<file path="src/rtl/csi2_lane_pkg.sv">
// Shared types and constants for the CSI-2 D-PHY data-lane HS burst sequencer.
package csi2_lane_pkg;

    localparam int unsigned DWELL_W   = 8;
    localparam int unsigned BIT_IDX_W = 3;

    typedef enum logic [2:0] {
        STOP,
        HS_RQST,
        HS_PREP,
        HS_ZERO,
        SYNC,
        DATA,
        TRAIL
    } lane_state_e;

    localparam logic [1:0] LP11 = 2'b11;
    localparam logic [1:0] LP01 = 2'b01;
    localparam logic [1:0] LP00 = 2'b00;

    localparam logic [7:0] SYNC_BYTE_DEF = 8'hB8;

endpackage

</file>
<file path="src/rtl/csi2_lane_hs_sequencer_ser.sv">
// Byte load/shift register for the lane serialiser; bit0 of the held byte is the bit on the wire.
module csi2_lane_ser
    import csi2_lane_pkg::*;
(
    input  logic                 clk_p_i,
    input  logic                 rst_n_i,
    input  logic                 load_i,
    input  logic                 shift_i,
    input  logic [7:0]           byte_i,
    output logic                 bit_o,
    output logic                 nxt_bit_c,
    output logic [BIT_IDX_W-1:0] idx_o
);

    logic [7:0]           r_shift;
    logic [BIT_IDX_W-1:0] r_idx;

    always_ff @(posedge clk_p_i) begin
        if (!rst_n_i) begin
            r_shift <= '0;
            r_idx   <= '0;
        end else if (load_i) begin
            r_shift <= byte_i;
            r_idx   <= '0;
        end else if (shift_i) begin
            r_shift <= {1'b0, r_shift[7:1]};
            r_idx   <= r_idx + BIT_IDX_W'(1);
        end
    end

    // Bit that will be on the wire after the coming edge, used to register the pins.
    assign nxt_bit_c = load_i ? byte_i[0] : (shift_i ? r_shift[1] : r_shift[0]);
    assign bit_o     = r_shift[0];
    assign idx_o     = r_idx;

endmodule

</file>
<file path="src/rtl/csi2_lane_hs_sequencer.sv">
// One D-PHY data lane: LP entry, HS-zero, sync, LSB-first payload, trail, LP-11 stop.
// Optional burst/underrun statistics counters under CSI2_LANE_SEQ_STATS_EN.
module csi2_lane_hs_sequencer
    import csi2_lane_pkg::*;
#(
    parameter int          CH        = 0,
    parameter int unsigned T_LPX     = 8,
    parameter int unsigned T_HS_ZERO = 16,
    parameter int unsigned T_TRAIL   = 8,
    parameter logic [7:0]  SYNC_BYTE = SYNC_BYTE_DEF
) (
    input  logic        clk_p_i,
    input  logic        rst_n_i,
    input  logic        start_i,
    input  logic [7:0]  byte_i,
    input  logic        byte_valid_i,
    input  logic        last_i,
    output logic        byte_ready_o,
    output logic        do_p_o,
    output logic        do_n_o,
    output logic        hs_active_o,
    output logic        busy_o,
`ifdef CSI2_LANE_SEQ_STATS_EN
    output logic [15:0] burst_cnt_o,
    output logic [15:0] underrun_cnt_o,
`endif
    output logic        underrun_o
);

    localparam logic [DWELL_W-1:0] LPX_LD   = DWELL_W'(T_LPX - 1);
    localparam logic [DWELL_W-1:0] ZERO_LD  = DWELL_W'(T_HS_ZERO - 1);
    localparam logic [DWELL_W-1:0] TRAIL_LD = DWELL_W'(T_TRAIL - 1);

    if (CH < 0 || T_LPX < 1 || T_LPX > 255 || T_HS_ZERO < 1 || T_HS_ZERO > 255
        || T_TRAIL < 1 || T_TRAIL > 255) begin : g_bad_param
        $error("csi2 lane %0d: timing parameter out of range 1..255", CH);
    end

    lane_state_e          r_state, w_state_nxt;
    logic [DWELL_W-1:0]   r_dwell, w_dwell_nxt;
    logic                 r_last_acc, w_last_nxt;
    logic                 r_ready, r_do_p, r_do_n, r_hs, r_busy;
    logic                 w_ready_nxt, w_hs_nxt, w_busy_nxt;
    logic [1:0]           w_pins_nxt;
    logic                 w_load, w_shift, w_accept, w_underrun, w_dwell_zero;
    logic [7:0]           w_load_byte;
    logic                 w_ser_bit, w_ser_nxt_bit;
    logic [BIT_IDX_W-1:0] w_idx;

    assign w_accept     = byte_valid_i & r_ready;
    assign w_underrun   = r_ready & ~byte_valid_i;
    assign w_dwell_zero = (r_dwell == '0);
    assign w_load_byte  = (r_state == HS_ZERO) ? SYNC_BYTE : byte_i;

    csi2_lane_ser u_ser (
        .clk_p_i   (clk_p_i),
        .rst_n_i   (rst_n_i),
        .load_i    (w_load),
        .shift_i   (w_shift),
        .byte_i    (w_load_byte),
        .bit_o     (w_ser_bit),
        .nxt_bit_c (w_ser_nxt_bit),
        .idx_o     (w_idx)
    );

    // State, dwell counter and registered lane outputs.
    always_ff @(posedge clk_p_i) begin
        if (!rst_n_i) begin
            r_state    <= STOP;
            r_dwell    <= '0;
            r_last_acc <= 1'b0;
            r_ready    <= 1'b0;
            r_do_p     <= 1'b1;
            r_do_n     <= 1'b1;
            r_hs       <= 1'b0;
            r_busy     <= 1'b0;
        end else begin
            r_state          <= w_state_nxt;
            r_dwell          <= w_dwell_nxt;
            r_last_acc       <= w_last_nxt;
            r_ready          <= w_ready_nxt;
            {r_do_p, r_do_n} <= w_pins_nxt;
            r_hs             <= w_hs_nxt;
            r_busy           <= w_busy_nxt;
        end
    end

    always_comb begin
        w_state_nxt = r_state;
        w_dwell_nxt = w_dwell_zero ? r_dwell : r_dwell - DWELL_W'(1);
        w_last_nxt  = r_last_acc;
        w_load      = 1'b0;
        w_shift     = 1'b0;
        w_pins_nxt  = LP11;
        w_hs_nxt    = 1'b0;

        unique case (r_state)
            STOP: if (w_dwell_zero && start_i) begin
                w_state_nxt = HS_RQST;
                w_dwell_nxt = LPX_LD;
            end
            HS_RQST: if (w_dwell_zero) begin
                w_state_nxt = HS_PREP;
                w_dwell_nxt = LPX_LD;
            end
            HS_PREP: if (w_dwell_zero) begin
                w_state_nxt = HS_ZERO;
                w_dwell_nxt = ZERO_LD;
            end
            HS_ZERO: if (w_dwell_zero) begin
                w_state_nxt = SYNC;
                w_load      = 1'b1;
                w_last_nxt  = 1'b0;
            end
            // Bit 7 is the load slot: a fresh byte keeps the stream gapless, otherwise trail.
            SYNC, DATA: begin
                if (w_idx != BIT_IDX_W'(7)) begin
                    w_shift = 1'b1;
                end else if (w_accept) begin
                    w_state_nxt = DATA;
                    w_load      = 1'b1;
                    w_last_nxt  = last_i;
                end else begin
                    w_state_nxt = TRAIL;
                    w_dwell_nxt = TRAIL_LD;
                end
            end
            TRAIL: if (w_dwell_zero) begin
                w_state_nxt = STOP;
                w_dwell_nxt = LPX_LD;
            end
            default: w_state_nxt = STOP;
        endcase

        unique case (w_state_nxt)
            HS_RQST: w_pins_nxt = LP01;
            HS_PREP: w_pins_nxt = LP00;
            HS_ZERO: begin
                w_pins_nxt = LP01;
                w_hs_nxt   = 1'b1;
            end
            SYNC, DATA: begin
                w_pins_nxt = {w_ser_nxt_bit, ~w_ser_nxt_bit};
                w_hs_nxt   = 1'b1;
            end
            TRAIL: begin
                w_pins_nxt = {~w_ser_bit, w_ser_bit};
                w_hs_nxt   = 1'b1;
            end
            default: w_pins_nxt = LP11;
        endcase

        w_ready_nxt = ((r_state == SYNC) || (r_state == DATA)) && (w_idx == BIT_IDX_W'(6))
                      && !r_last_acc;
        w_busy_nxt  = !((w_state_nxt == STOP) && (w_dwell_nxt == '0));
    end

    assign byte_ready_o = r_ready;
    assign do_p_o       = r_do_p;
    assign do_n_o       = r_do_n;
    assign hs_active_o  = r_hs;
    assign busy_o       = r_busy;
    assign underrun_o   = w_underrun;

`ifdef CSI2_LANE_SEQ_STATS_EN
    logic [15:0] r_burst_cnt, r_underrun_cnt;

    // Saturating statistics counters.
    always_ff @(posedge clk_p_i) begin
        if (!rst_n_i) begin
            r_burst_cnt    <= '0;
            r_underrun_cnt <= '0;
        end else begin
            if ((w_state_nxt == TRAIL) && (r_state != TRAIL) && (r_burst_cnt != 16'hFFFF))
                r_burst_cnt <= r_burst_cnt + 16'd1;
            if (w_underrun && (r_underrun_cnt != 16'hFFFF))
                r_underrun_cnt <= r_underrun_cnt + 16'd1;
        end
    end

    assign burst_cnt_o    = r_burst_cnt;
    assign underrun_cnt_o = r_underrun_cnt;
`endif

endmodule
</file>
<file path="config.mk">
export PLATFORM = sky130hd
export DESIGN_NAME = csi2_lane_hs_sequencer
export DESIGN_NICKNAME = d
export VERILOG_FILES = /design/src/rtl/csi2_lane_pkg.sv /design/src/rtl/csi2_lane_hs_sequencer_ser.sv /design/src/rtl/csi2_lane_hs_sequencer.sv
export SDC_FILE = /design/constraint.sdc
export NUM_CORES = 1
export LEC_CHECK = 0
export BUFFER_PORTS_ARGS = -buffer_cell sky130_fd_sc_hd__buf_2
export CAP_MARGIN = 0
export CORE_UTILIZATION = 57
export CTS_CLUSTER_DIAMETER = 50
export DETAILED_ROUTE_END_ITERATION = 6
export PLACE_DENSITY = 0.78
export SYNTH_ARGS = -nofsm -noshare
export SYNTH_HDL_FRONTEND = slang
export SYNTH_SLANG_ARGS = --single-unit
export TNS_END_PERCENT = 5
</file>
<file path="constraint.sdc">
create_clock -name clk_p_i -period 3 [get_ports clk_p_i]
set_input_delay 0.6 -clock clk_p_i [delete_from_list [all_inputs] [get_ports clk_p_i]]
set_output_delay 0.6 -clock clk_p_i [all_outputs]
set_load 0.05 [all_outputs]
</file>
==> impl_summary.txt, run 1 <==
----------------------------------------------------
[Critical path]
  Signal arrival time at the worst endpoint ... around 3.0 ns
  Critical path class ... reg2reg
  Highest fanout seen on the critical path ... 9
  Kind of capture point of the worst setup path ... flip-flop
  Data required time at the worst endpoint ... 3.23 ns
  Startpoint kind of the worst setup timing path ... flip-flop

[Synthesis]
  Post-Syn Area per Cell ... ~8 µm²
  Combinational family with the most area after synthesis ... simple AND/OR/NAND/NOR gates
  Post-Synthesis Cell Area ... ~0.0016 mm²
  Synth Register Bits ... 28
  Area share of fa/ha/maj cells after synthesis ... 0.0472
  Top area cells in the synthesized netlist ... dfxtp_1 (35%), nand2_1 (5.4%), a21oi_1 (5.0%)
  Xor-xnor portion of the synthesized cell area ... 0.0330
  Post-synthesis async set-or-reset flop share ... 0
  Warning count from the yosys run ... 0
  Multiplexer share of the synthesized area ... 0
  Sequential cell area fraction in the yosys report ... 0.352
  Post-Syn Nets ... between 200 and 250
  Synth Area in Compound Gates ... 0.212
  Instance count of the mapped netlist ... 193
  Synth top area share ... 0.352
  Top FF cell, synth ... dfxtp_1
  Simple-gate area share of the yosys netlist ... 0.312
  Number of library cell types mapped by synthesis ... 50
  Cell taking the most area after synthesis ... dfxtp_1
  Number of synthesized flops with an enable pin ... 0

[Clocking]
  Later-pin clock latency in the skew report ... 0.34 ns
  Hold-fix buffer count after cts ... 0
  Clock buffer depth ... 2
  Number of buffers added by the clock tree synthesis step ... 3
  Gates resized, CTS repair ... 0
  Clock root buffer ... clkbuf_4
  Number of buffers added for setup after CTS ... 0
  Number of clock sinks ... 28
  Post-CTS clock slew at the launch and capture registers of the worst setup and hold paths ... roughly 0.15 ns
  Count of H-tree levels built during CTS ... 1
  TritonCTS clock tree ... built

[Floorplan]
  Boundary pin count ... 19
  Die span in y ... around 55 µm
  Core Rows ... 18
  Area enclosed by the die boundary ... 0.00301 mm²
  Width of the die ... 54.8 µm
  Core area ... ~0.0026 mm²
  Initial Utilization ... 0.619

[Routing]
  Average wire per standard cell ... 14.2 µm
  Via density per instance ... around 6
  Number of violations reported at the end of detailed-routing iteration 0 ... 53
  Via Count ... ~1400
  TritonRoute pass-1 iters ... 4
  Final wirelength ... around 3400 µm
  Residual DRC ... 0
  Routed Antenna Nets ... 0

[Timing]
  Crit path setup slack, layout ... roughly 0.2 ns
  Tightest Pin Transition ... 0.675 ns
  Total setup violations reported at the end of the flow ... 0
  RSZ-0062 raised after global routing ... no
  Post-layout minimum cycle time ... ~2.8 ns
  Final Hold Vio Count ... 0
  Clk_skew ... 0.00361 ns
  Worst slew slack as a fraction of its limit ... 0.548
  Achievable clock frequency ... 356 MHz
  Final clock period utilization by the worst path ... 0.935
  Count of final max-slew check failures ... 0
  TNS Setup ... 0 ns

[Cells and area]
  Commonest cells after routing, fill and taps aside ... dfxtp_1 (28), nand2_1 (23), nor2_1 (18), buf_2 (18), a21oi_1 (16)
  Final nets ... around 230
  Layout overhead on the synthesized area ... 8.89%
  Share of post-route cells with drive strength above 1 ... 0.150
  Most common library cell in the layout ignoring fill and taps ... dfxtp_1
  Antenna cell count ... 0

[Global route]
  Initial antenna violation count ... 0
  Wire length of the first global-routing pass ... approximately 5100 µm
  Gr usage total ... 0.243
  Number of global-route vias before repair ... about 1200
  Largest net degree at the start of global routing ... 17
  Global-route congestion overflow total ... 0

[Placement]
  Setup Slack @ Placement ... 0.193 ns
  Half-perimeter wire length after placement ... about 2500 µm
  Gpl congestion ... between 0.8 and 0.9
  Count of buffers inserted at the top-level ports ... 18

[Run status]
  Outcome ... complete, no violations

[Power and ir drop]
  Power density of the placed cells ... 891 mW/mm²
  Maximum ir drop on the vdd rail ... slightly below 0.8 mV
  Leakage power ... 0.660 nW

[Min path]
  Tightest Hold Check Type ... in2reg

[Flow run]
  Count of max-cap constraint violations ... 0

----------------------------------------------------
[cells by family after synthesis]
kind of cell | count (synthesis)
buffers and inverters | 15
adder cells (fa/ha/maj) | 6
flip-flops | 28
AO/OA/AOI/OAI | 49
AND/OR/NAND/NOR | 89
XOR/XNOR | 6
[power breakdown]
group	internal, mW	switching, mW	total (mW)
Clock	0.135	0.118	0.254
Sequential	0.436	0.110	0.545
Combinational	0.330	0.414	0.744
[through the flow]
| stage | cells | cell area (µm²) | power (mW) | util | hold slack, ns |
|---|---|---|---|---|---|
| 5_1_grt | 237 | 1730 | 1.66 | 0.674 | 0.470 |
| 4_1_cts | 237 | 1730 | 1.55 | 0.674 | 0.459 |
| 2_1_floorplan | 193 | 1590 | 1.16 | - | 0.427 |
| 3_5_place_dp | 233 | 1680 | 1.29 | 0.654 | 0.451 |
| 3_3_place_gp | 233 | 1680 | 1.27 | 0.654 | 0.440 |
| 6_report | 237 | 1730 | 1.54 | 0.674 | 0.471 |
[registers in the layout, summed over array words and instances, names as in the netlist]
name	count
hs_active_o	1
r_state	3
r_dwell	8
do_p_o	1
r_last_acc	1
u_ser.r_shift	8
busy_o	1
u_ser.idx_o	3
byte_ready_o	1
do_n_o	1
[cells in the mapped netlist (4+ instances only)]
cell and instances:
nor3_1 5, xnor2_1 4, a211oi_1 4, nand2b_1 5
nand3_1 10, dfxtp_1 28, o21ai_0 6, clkbuf_1 5
nand2_1 23, nand4_1 5, a21oi_1 16, inv_1 6
ha_1 6, nor2_1 18
[worst max-delay path: stages, from the launching register on]
cell and delay [ns]:
dfxtp_1 0.49, inv_1 0.12, ha_1 0.25, nor4b_4 0.16, and2_1 0.28, inv_4 0.15
ha_1 0.18, or3b_2 0.45, o211ai_1 0.11, nand4_1 0.12, a211oi_1 0.22, a41oi_1 0.15
[metal layers]
layer,GRT usage,vias up,share of wire
met2,0.448,33,0.51
met1,0.275,663,0.44
met5,0,-,0
met3,0.0278,7,0.031
li1,-,730,-
met4,0.107,0,0.022
[cell type report]
cell class / count / area (µm²)
Multi-Input combinational cell: 150 / 962
Fill cell: 229 / 836
Sequential cell: 28 / 561
Timing Repair Buffer: 18 / 90.1
Tap cell: 30 / 37.5
Clock inverter: 1 / 30.0
Inverter: 7 / 28.8
Clock buffer: 3 / 22.5
[worst paths after layout]
check,start,to,slack (ns),cells after the start
worst max register to register,r_dwell[0],busy_o,0.19,11
worst min register to register,r_last_acc,r_last_acc,0.47,2
worst max-delay path,r_dwell[0],busy_o,0.19,11
worst min-delay path,byte_i[2],u_ser.r_shift[2],0.47,3
No activity file was read; power rests on OpenSTA's default activity.
==> inputs of run 2 (changes only) <==
--- a/config.mk
+++ b/config.mk
@@ -7,10 +7,11 @@
 export LEC_CHECK = 0
 export BUFFER_PORTS_ARGS = -buffer_cell sky130_fd_sc_hd__buf_2
 export CAP_MARGIN = 0
-export CORE_UTILIZATION = 57
+export CORE_MARGIN = 1.5
+export CORE_UTILIZATION = 61
 export CTS_CLUSTER_DIAMETER = 50
 export DETAILED_ROUTE_END_ITERATION = 6
-export PLACE_DENSITY = 0.78
+export PLACE_DENSITY = 0.83
 export SYNTH_ARGS = -nofsm -noshare
 export SYNTH_HDL_FRONTEND = slang
 export SYNTH_SLANG_ARGS = --single-unit
==> constraint.sdc (replaced) <==
create_clock -name clk_p_i -period 3.46 [get_ports clk_p_i]
set_input_delay 0.692 -clock clk_p_i [delete_from_list [all_inputs] [get_ports clk_p_i]]
set_output_delay 0.692 -clock clk_p_i [all_outputs]
set_load 0.05 [all_outputs]
==> impl_summary.txt, run 2 (synthesis gave the netlist of run 1 again) <==
----------------------------------------------------
[Cells and area]
  Antenna cell count ... 0 (unchanged)
  Layout overhead on the synthesized area ... 8.89% (unchanged)
  Final nets ... 227 (unchanged)
  Most common library cell in the layout ignoring fill and taps ... dfxtp_1
  Commonest cells after routing, fill and taps aside ... dfxtp_1 (28), nand2_1 (23), nor2_1 (18), buf_2 (18), a21oi_1 (16)
  Share of post-route cells with drive strength above 1 ... 0.150 (unchanged)
  Final instance area ... 0.00173 mm² (unchanged)
  Largest registers ranked by flip-flop count ... r_dwell x8, u_ser.r_shift x8

[Timing]
  TNS Setup ... 0 ns (unchanged)
  Achievable clock frequency ... 369 MHz (+3.6%)
  Clk_skew ... 0.00590 ns (+0.00229 ns)
  RSZ-0062 raised after global routing ... no
  Final Hold Vio Count ... 0 (unchanged)
  Count of final max-slew check failures ... 0 (unchanged)
  Final clock period utilization by the worst path ... 0.783 (-0.152)
  Worst slew slack as a fraction of its limit ... 0.558 (+0.0102)
  Post-layout minimum cycle time ... 2.71 ns (-0.0971 ns)
  Total setup violations reported at the end of the flow ... 0 (unchanged)
  Tightest Pin Transition ... 0.660 ns (-0.0153 ns)

[Power and ir drop]
  Maximum ir drop on the vdd rail ... 0.593 mV (-25%)
  Power density of the placed cells ... 770 mW/mm² (-14%)
  Leakage power ... 0.660 nW (unchanged)

[Min path]
  End point of the worst hold path ... r_last_acc
  Cell count of the worst hold path ... 2 (-1)
  Hold_sp ... r_last_acc
  Tightest Hold Check Type ... reg2reg

[Clocking]
  Number of buffers added for setup after CTS ... 0 (unchanged)
  Clock buffer depth ... 2 (unchanged)
  Number of buffers added by the clock tree synthesis step ... 3 (unchanged)
  Count of H-tree levels built during CTS ... 1 (unchanged)
  Gates resized, CTS repair ... 0 (unchanged)
  Number of clock sinks ... 28 (unchanged)
  Post-CTS clock slew at the launch and capture registers of the worst setup and hold paths ... 0.15 ns (about the same)
  Clock root buffer ... clkbuf_4
  TritonCTS clock tree ... built
  Later-pin clock latency in the skew report ... 0.33 ns (about the same)
  Hold-fix buffer count after cts ... 0 (unchanged)

[Critical path]
  Highest fanout seen on the critical path ... 9 (unchanged)
  Signal arrival time at the worst endpoint ... 2.92 ns (-0.11 ns)
  Kind of capture point of the worst setup path ... flip-flop
  Stage delay of the slowest cell on the critical path ... 0.47 ns (-0.02 ns)
  Slack of the worst reg-to-reg path ... 0.75 ns (+0.56 ns)
  Register-to-Register Path Depth ... 11 (unchanged)
  R2r endpoint ... busy_o
  Crit path top cell by count ... ha_1
  Critical path class ... reg2reg
  Master of the slowest instance on the critical path ... dfxtp_1
  Kind of cell adding the most delay to the critical path ... simple AND/OR/NAND/NOR gates
  CP cell instances ... inv_1, ha_1, nor4b_4, and2_1, inv_4, ha_1, or3b_2, o211ai_1, nand4_1, a211oi_1, a41oi_1
  Startpoint kind of the worst setup timing path ... flip-flop
  Data required time at the worst endpoint ... 3.68 ns (+0.45 ns)
  Worst path buffer plus inverter count ... 2 (unchanged)
  Critical register-to-register path startpoint ... r_dwell[0]

[Routing]
  Routed Antenna Nets ... 0 (unchanged)
  Residual DRC ... 0 (unchanged)
  TritonRoute pass-1 iters ... 4 (unchanged)
  Final wirelength ... 3320 µm (-1.3%)
  Via Count ... 1446 (+0.91%)
  Met2 wire len ... 1730 µm (+0.99%)
  Number of violations reported at the end of detailed-routing iteration 0 ... 52 (-1.9%)
  Via density per instance ... 6.10 (+0.91%)
  Routed metal-1 wirelength ... 1400 µm (-4.4%)
  Average wire per standard cell ... 14.0 µm (-1.3%)
  Top routing layer in use ... met4
  Met3 layer wire length in the routed design ... 149 µm (+45%)

[Floorplan]
  Initial Utilization ... 0.642 (+0.0225)
  Area enclosed by the die boundary ... 0.00292 mm² (-2.8%)
  Core area ... 0.00248 mm² (-3.5%)
  Die span in y ... 54.1 µm (-1.4%)
  Boundary pin count ... 19 (unchanged)
  Width of the die ... 54.1 µm (-1.4%)
  Core Rows ... 18 (unchanged)

[Global route]
  Global-route congestion overflow total ... 0 (unchanged)
  Initial antenna violation count ... 0 (unchanged)
  Number of global-route vias before repair ... 1208 (+0.83%)
  Wire length of the first global-routing pass ... 5100 µm (-0.25%)
  Largest net degree at the start of global routing ... 17 (unchanged)
  Gr usage total ... 0.235 (-0.00759)

[Flow run]
  Count of max-cap constraint violations ... 0 (unchanged)

[Placement]
  Gpl congestion ... 0.814 (-4.3%)
  Placed inst area ... 0.00168 mm² (unchanged)
  Count of buffers inserted at the top-level ports ... 18 (unchanged)
  Half-perimeter wire length after placement ... 2450 µm (-2.6%)

[Run status]
  Outcome ... complete, no violations

----------------------------------------------------
==> run 2: cell counts in the layout (fill, tap and decap cells not counted) <==
No cell type changed its count.
==> run 2: cell type report <==
type | count | area (µm²)
sequential | 28 | 561
inverter | 7 | 28.8
multi-input combinational | 150 | 962
timing repair buffer | 18 | 90.1
tap | 30 | 37.5
fill | 217 | 746
clock buffer | 3 | 22.5
clock inverter | 1 | 30.0
==> run 2: power breakdown <==
part | internal [mW] | switching, mW
logic | 0.287 | 0.358
registers | 0.378 | 0.0954
clock network | 0.117 | 0.0970
==> run 2: worst max-delay path by stage <==
stage                           from  endpoint  slack, ns  cells after the start
after floorplan           r_dwell[0]    busy_o       1.01                     12
after global placement    r_dwell[0]    busy_o       0.87                     11
after detailed placement  r_dwell[0]    busy_o       0.77                     11
after CTS                 r_dwell[0]    busy_o       0.76                     11
after global routing      r_dwell[0]    busy_o       0.55                     11
final                     r_dwell[0]    busy_o       0.75                     11
==> run 2: worst reg2reg max path: cells and delay by family (launching register included) <==
family	cells	cell delay [ns]
simple gates	4	1.01
buf+inv	2	0.25
compound gates	3	0.45
flops	1	0.47
fa+ha+maj	2	0.41
==> run 2: metrics by stage <==
step,setup WS (ns),hold WS (ns),cells,total power [mW],util
floorplan,1.01,0.427,193,1.01,-
global placement,0.871,0.441,233,1.10,0.678
detailed placement,0.774,0.445,233,1.12,0.678
CTS,0.764,0.464,237,1.33,0.699
global route,0.550,0.489,237,1.43,0.699
finish,0.752,0.461,237,1.33,0.699
==> run 2: per-layer routing <==
layer / GRT usage / vias to the layer above
li1: - / 730
met1: 0.286 / 669
met2: 0.433 / 40
met3: 0.0278 / 7
met4: 0.0667 / 0
met5: 0 / -
==> inputs of run 3 (changes only) <==
--- a/config.mk
+++ b/config.mk
@@ -8,10 +8,10 @@
 export BUFFER_PORTS_ARGS = -buffer_cell sky130_fd_sc_hd__buf_2
 export CAP_MARGIN = 0
 export CORE_MARGIN = 1.5
-export CORE_UTILIZATION = 61
+export CORE_UTILIZATION = 51
 export CTS_CLUSTER_DIAMETER = 50
 export DETAILED_ROUTE_END_ITERATION = 6
-export PLACE_DENSITY = 0.83
+export PLACE_DENSITY = 0.74
 export SYNTH_ARGS = -nofsm -noshare
 export SYNTH_HDL_FRONTEND = slang
 export SYNTH_SLANG_ARGS = --single-unit
==> constraint.sdc (replaced) <==
create_clock -name clk_p_i -period 2.2 [get_ports clk_p_i]
set_input_delay 0.44 -clock clk_p_i [delete_from_list [all_inputs] [get_ports clk_p_i]]
set_output_delay 0.44 -clock clk_p_i [all_outputs]
set_load 0.05 [all_outputs]
==> impl_summary.txt, run 3 (synthesis gave the netlist of run 1 again) <==
----------------------------------------------------
[Run status]
  Outcome ... complete, no violations

[Global route]
  Global-route congestion overflow total ... 0 (unchanged)
  Number of global-route vias before repair ... 1406 (+16%)
  Gr usage total ... 0.235 (-0.000931)
  Initial antenna violation count ... 0 (unchanged)
  GRT busiest layer ... met2
  Routing usage on met1 ... 0.261 (-0.0247)
  Wire length of the first global-routing pass ... 6230 µm (+22%)
  Largest net degree at the start of global routing ... 17 (unchanged)
  Global Route met2 Usage ... 0.449 (+0.0163)
  Global Route met3 Usage ... 0.0308 (+0.00299)

[Floorplan]
  Area enclosed by the die boundary ... 0.00346 mm² (+18%)
  Initial Utilization ... 0.530 (-0.112)
  Boundary pin count ... 19 (unchanged)
  Core area ... 0.00300 mm² (+21%)
  Die span in y ... 58.8 µm (+8.8%)
  Core Rows ... 20 (+2)
  Width of the die ... 58.8 µm (+8.8%)

[Timing]
  TNS Setup ... 0 ns (unchanged)
  Clk_skew ... 0.00944 ns (+0.00354 ns)
  Final Hold Vio Count ... 0 (unchanged)
  Final clock period utilization by the worst path ... 0.979 (+0.196)
  Total setup violations reported at the end of the flow ... 0 (unchanged)
  Count of final max-slew check failures ... 0 (unchanged)
  Tightest Pin Transition ... 0.518 ns (-0.142 ns)
  Crit path setup slack, layout ... 0.0459 ns (-0.706 ns)
  Post-layout minimum cycle time ... 2.15 ns (-0.554 ns)
  RSZ-0062 raised after global routing ... yes
  Worst slew slack as a fraction of its limit ... 0.654 (+0.0958)
  Achievable clock frequency ... 464 MHz (+26%)

[Clocking]
  Number of clock sinks ... 28 (unchanged)
  TritonCTS clock tree ... built
  Count of H-tree levels built during CTS ... 1 (unchanged)
  Clock root buffer ... clkbuf_4
  Hold-fix buffer count after cts ... 0 (unchanged)
  Post-CTS clock slew at the launch and capture registers of the worst setup and hold paths ... 0.16 ns (about the same)
  Later-pin clock latency in the skew report ... 0.34 ns (about the same)
  Number of buffers added by the clock tree synthesis step ... 3 (unchanged)
  Clock buffer depth ... 2 (unchanged)
  Number of buffers added for setup after CTS ... 0 (unchanged)

[Critical path]
  Origin of the worst setup path ... r_dwell[1]
  Startpoint kind of the worst setup timing path ... flip-flop
  R2r endpoint ... busy_o
  Data required time at the worst endpoint ... 2.43 ns (-1.25 ns)
  Signal arrival time at the worst endpoint ... 2.38 ns (-0.54 ns)
  Critical path class ... reg2reg
  Register-to-Register Path Depth ... 11 (unchanged)
  Crit path to ... busy_o
  Kind of capture point of the worst setup path ... flip-flop
  Slack of the worst reg-to-reg path ... 0.05 ns (-0.71 ns)
  Highest fanout seen on the critical path ... 6 (-3)
  Critical register-to-register path startpoint ... r_dwell[1]

[Routing]
  Average wire per standard cell ... 14.9 µm (+6.5%)
  Via density per instance ... 5.98 (-1.9%)
  Routed Antenna Nets ... 0 (unchanged)
  TritonRoute pass-1 iters ... 4 (unchanged)
  Residual DRC ... 0 (unchanged)
  Number of violations reported at the end of detailed-routing iteration 0 ... 73 (+40%)
  Via Count ... 1496 (+3.5%)
  Final wirelength ... 3720 µm (+12%)

[Flow run]
  Count of max-cap constraint violations ... 0 (unchanged)

[Cells and area]
  Most common library cell in the layout ignoring fill and taps ... dfxtp_1
  Largest registers ranked by flip-flop count ... r_dwell x8, u_ser.r_shift x8
  Final nets ... 237 (+4.4%)
  Antenna cell count ... 0 (unchanged)
  Commonest cells after routing, fill and taps aside ... dfxtp_1 (26), nand2_1 (23), nor2_1 (18), buf_2 (18), a21oi_1 (16)
  Layout overhead on the synthesized area ... 17.3%
  Share of post-route cells with drive strength above 1 ... 0.230 (+0.0807)

[Power and ir drop]
  Maximum ir drop on the vdd rail ... 0.497 mV (-16%)
  Leakage power ... 0.717 nW (+8.6%)
  Power density of the placed cells ... 1240 mW/mm² (+61%)

[Placement]
  Setup Slack @ Placement ... 0.0258 ns (-0.748 ns)
  Gpl congestion ... 0.914 (+12%)
  Half-perimeter wire length after placement ... 2730 µm (+11%)
  Count of buffers inserted at the top-level ports ... 18 (unchanged)

[Min path]
  Tightest Hold Check Type ... in2reg

----------------------------------------------------
-- run 3: cell types whose count changed in the layout (fill, tap and decap cells not counted), sizes merged --
cell | before | now
buf | 18 | 28
bufinv | 1 | 0
clkbuf | 3 | 4
-- run 3: through the flow --
stage / total power, mW / std cells / hold WS, ns / utilization / cell area (µm²)
after floorplan: 1.66 / 193 / 0.427 / - / 1630
after detailed placement: 1.97 / 246 / 0.452 / 0.599 / 1800
after global routing: 2.48 / 250 / 0.325 / 0.621 / 1870
final: 2.32 / 250 / 0.316 / 0.621 / 1870
after global placement: 1.92 / 246 / 0.444 / 0.599 / 1800
after CTS: 2.27 / 250 / 0.311 / 0.615 / 1850
-- run 3: power breakdown --
part           internal [mW]  switching (mW)  total [mW]
logic                  0.597           0.667        1.26
registers              0.604           0.152       0.756
clock network          0.139           0.158       0.297
total                   1.34           0.976        2.32
-- run 3: critical path, stage by stage (launching register included) --
cell and delay (ns):
dfxtp_4 0.41, inv_4 0.05, ha_4 0.15, nor4b_4 0.13, and2_4 0.17, inv_8 0.05
ha_4 0.11, or3b_4 0.36, o211ai_1 0.10, nand4_1 0.15, a211oi_2 0.24, a41oi_2 0.13
-- run 3: worst min path at each step --
stage,start,end,slack [ns],cells after the start
global route,byte_i[1],u_ser.r_shift[1],0.32,3
detailed placement,r_last_acc,r_last_acc,0.45,2
global placement,r_last_acc,r_last_acc,0.44,2
floorplan,r_last_acc,r_last_acc,0.43,2
finish,byte_i[1],u_ser.r_shift[1],0.32,3
CTS,byte_i[1],u_ser.r_shift[1],0.31,3
-- run 3: area by class of cell --
class                           instances  area (µm²)
Clock buffer                            4        47.5
Fill cell                             268        1140
Inverter                                7        38.8
Multi-Input combinational cell        150        1000
Sequential cell                        28         568
Tap cell                               33        41.3
Timing Repair Buffer                   28         165
-- run 3: what timing repair did --
item | in CTS | in global routing
resized for setup | 1 | 5
setup endpoints to repair | 1 | 1
pin swaps | 0 | 3
gates cloned | 0 | 0
-- run 3: routing by layer --
metal / share of wire / up-vias
met3: 0.030 / 7
met5: 0 / -
met4: 0.019 / 0
met2: 0.55 / 30
li1: - / 750
met1: 0.40 / 709
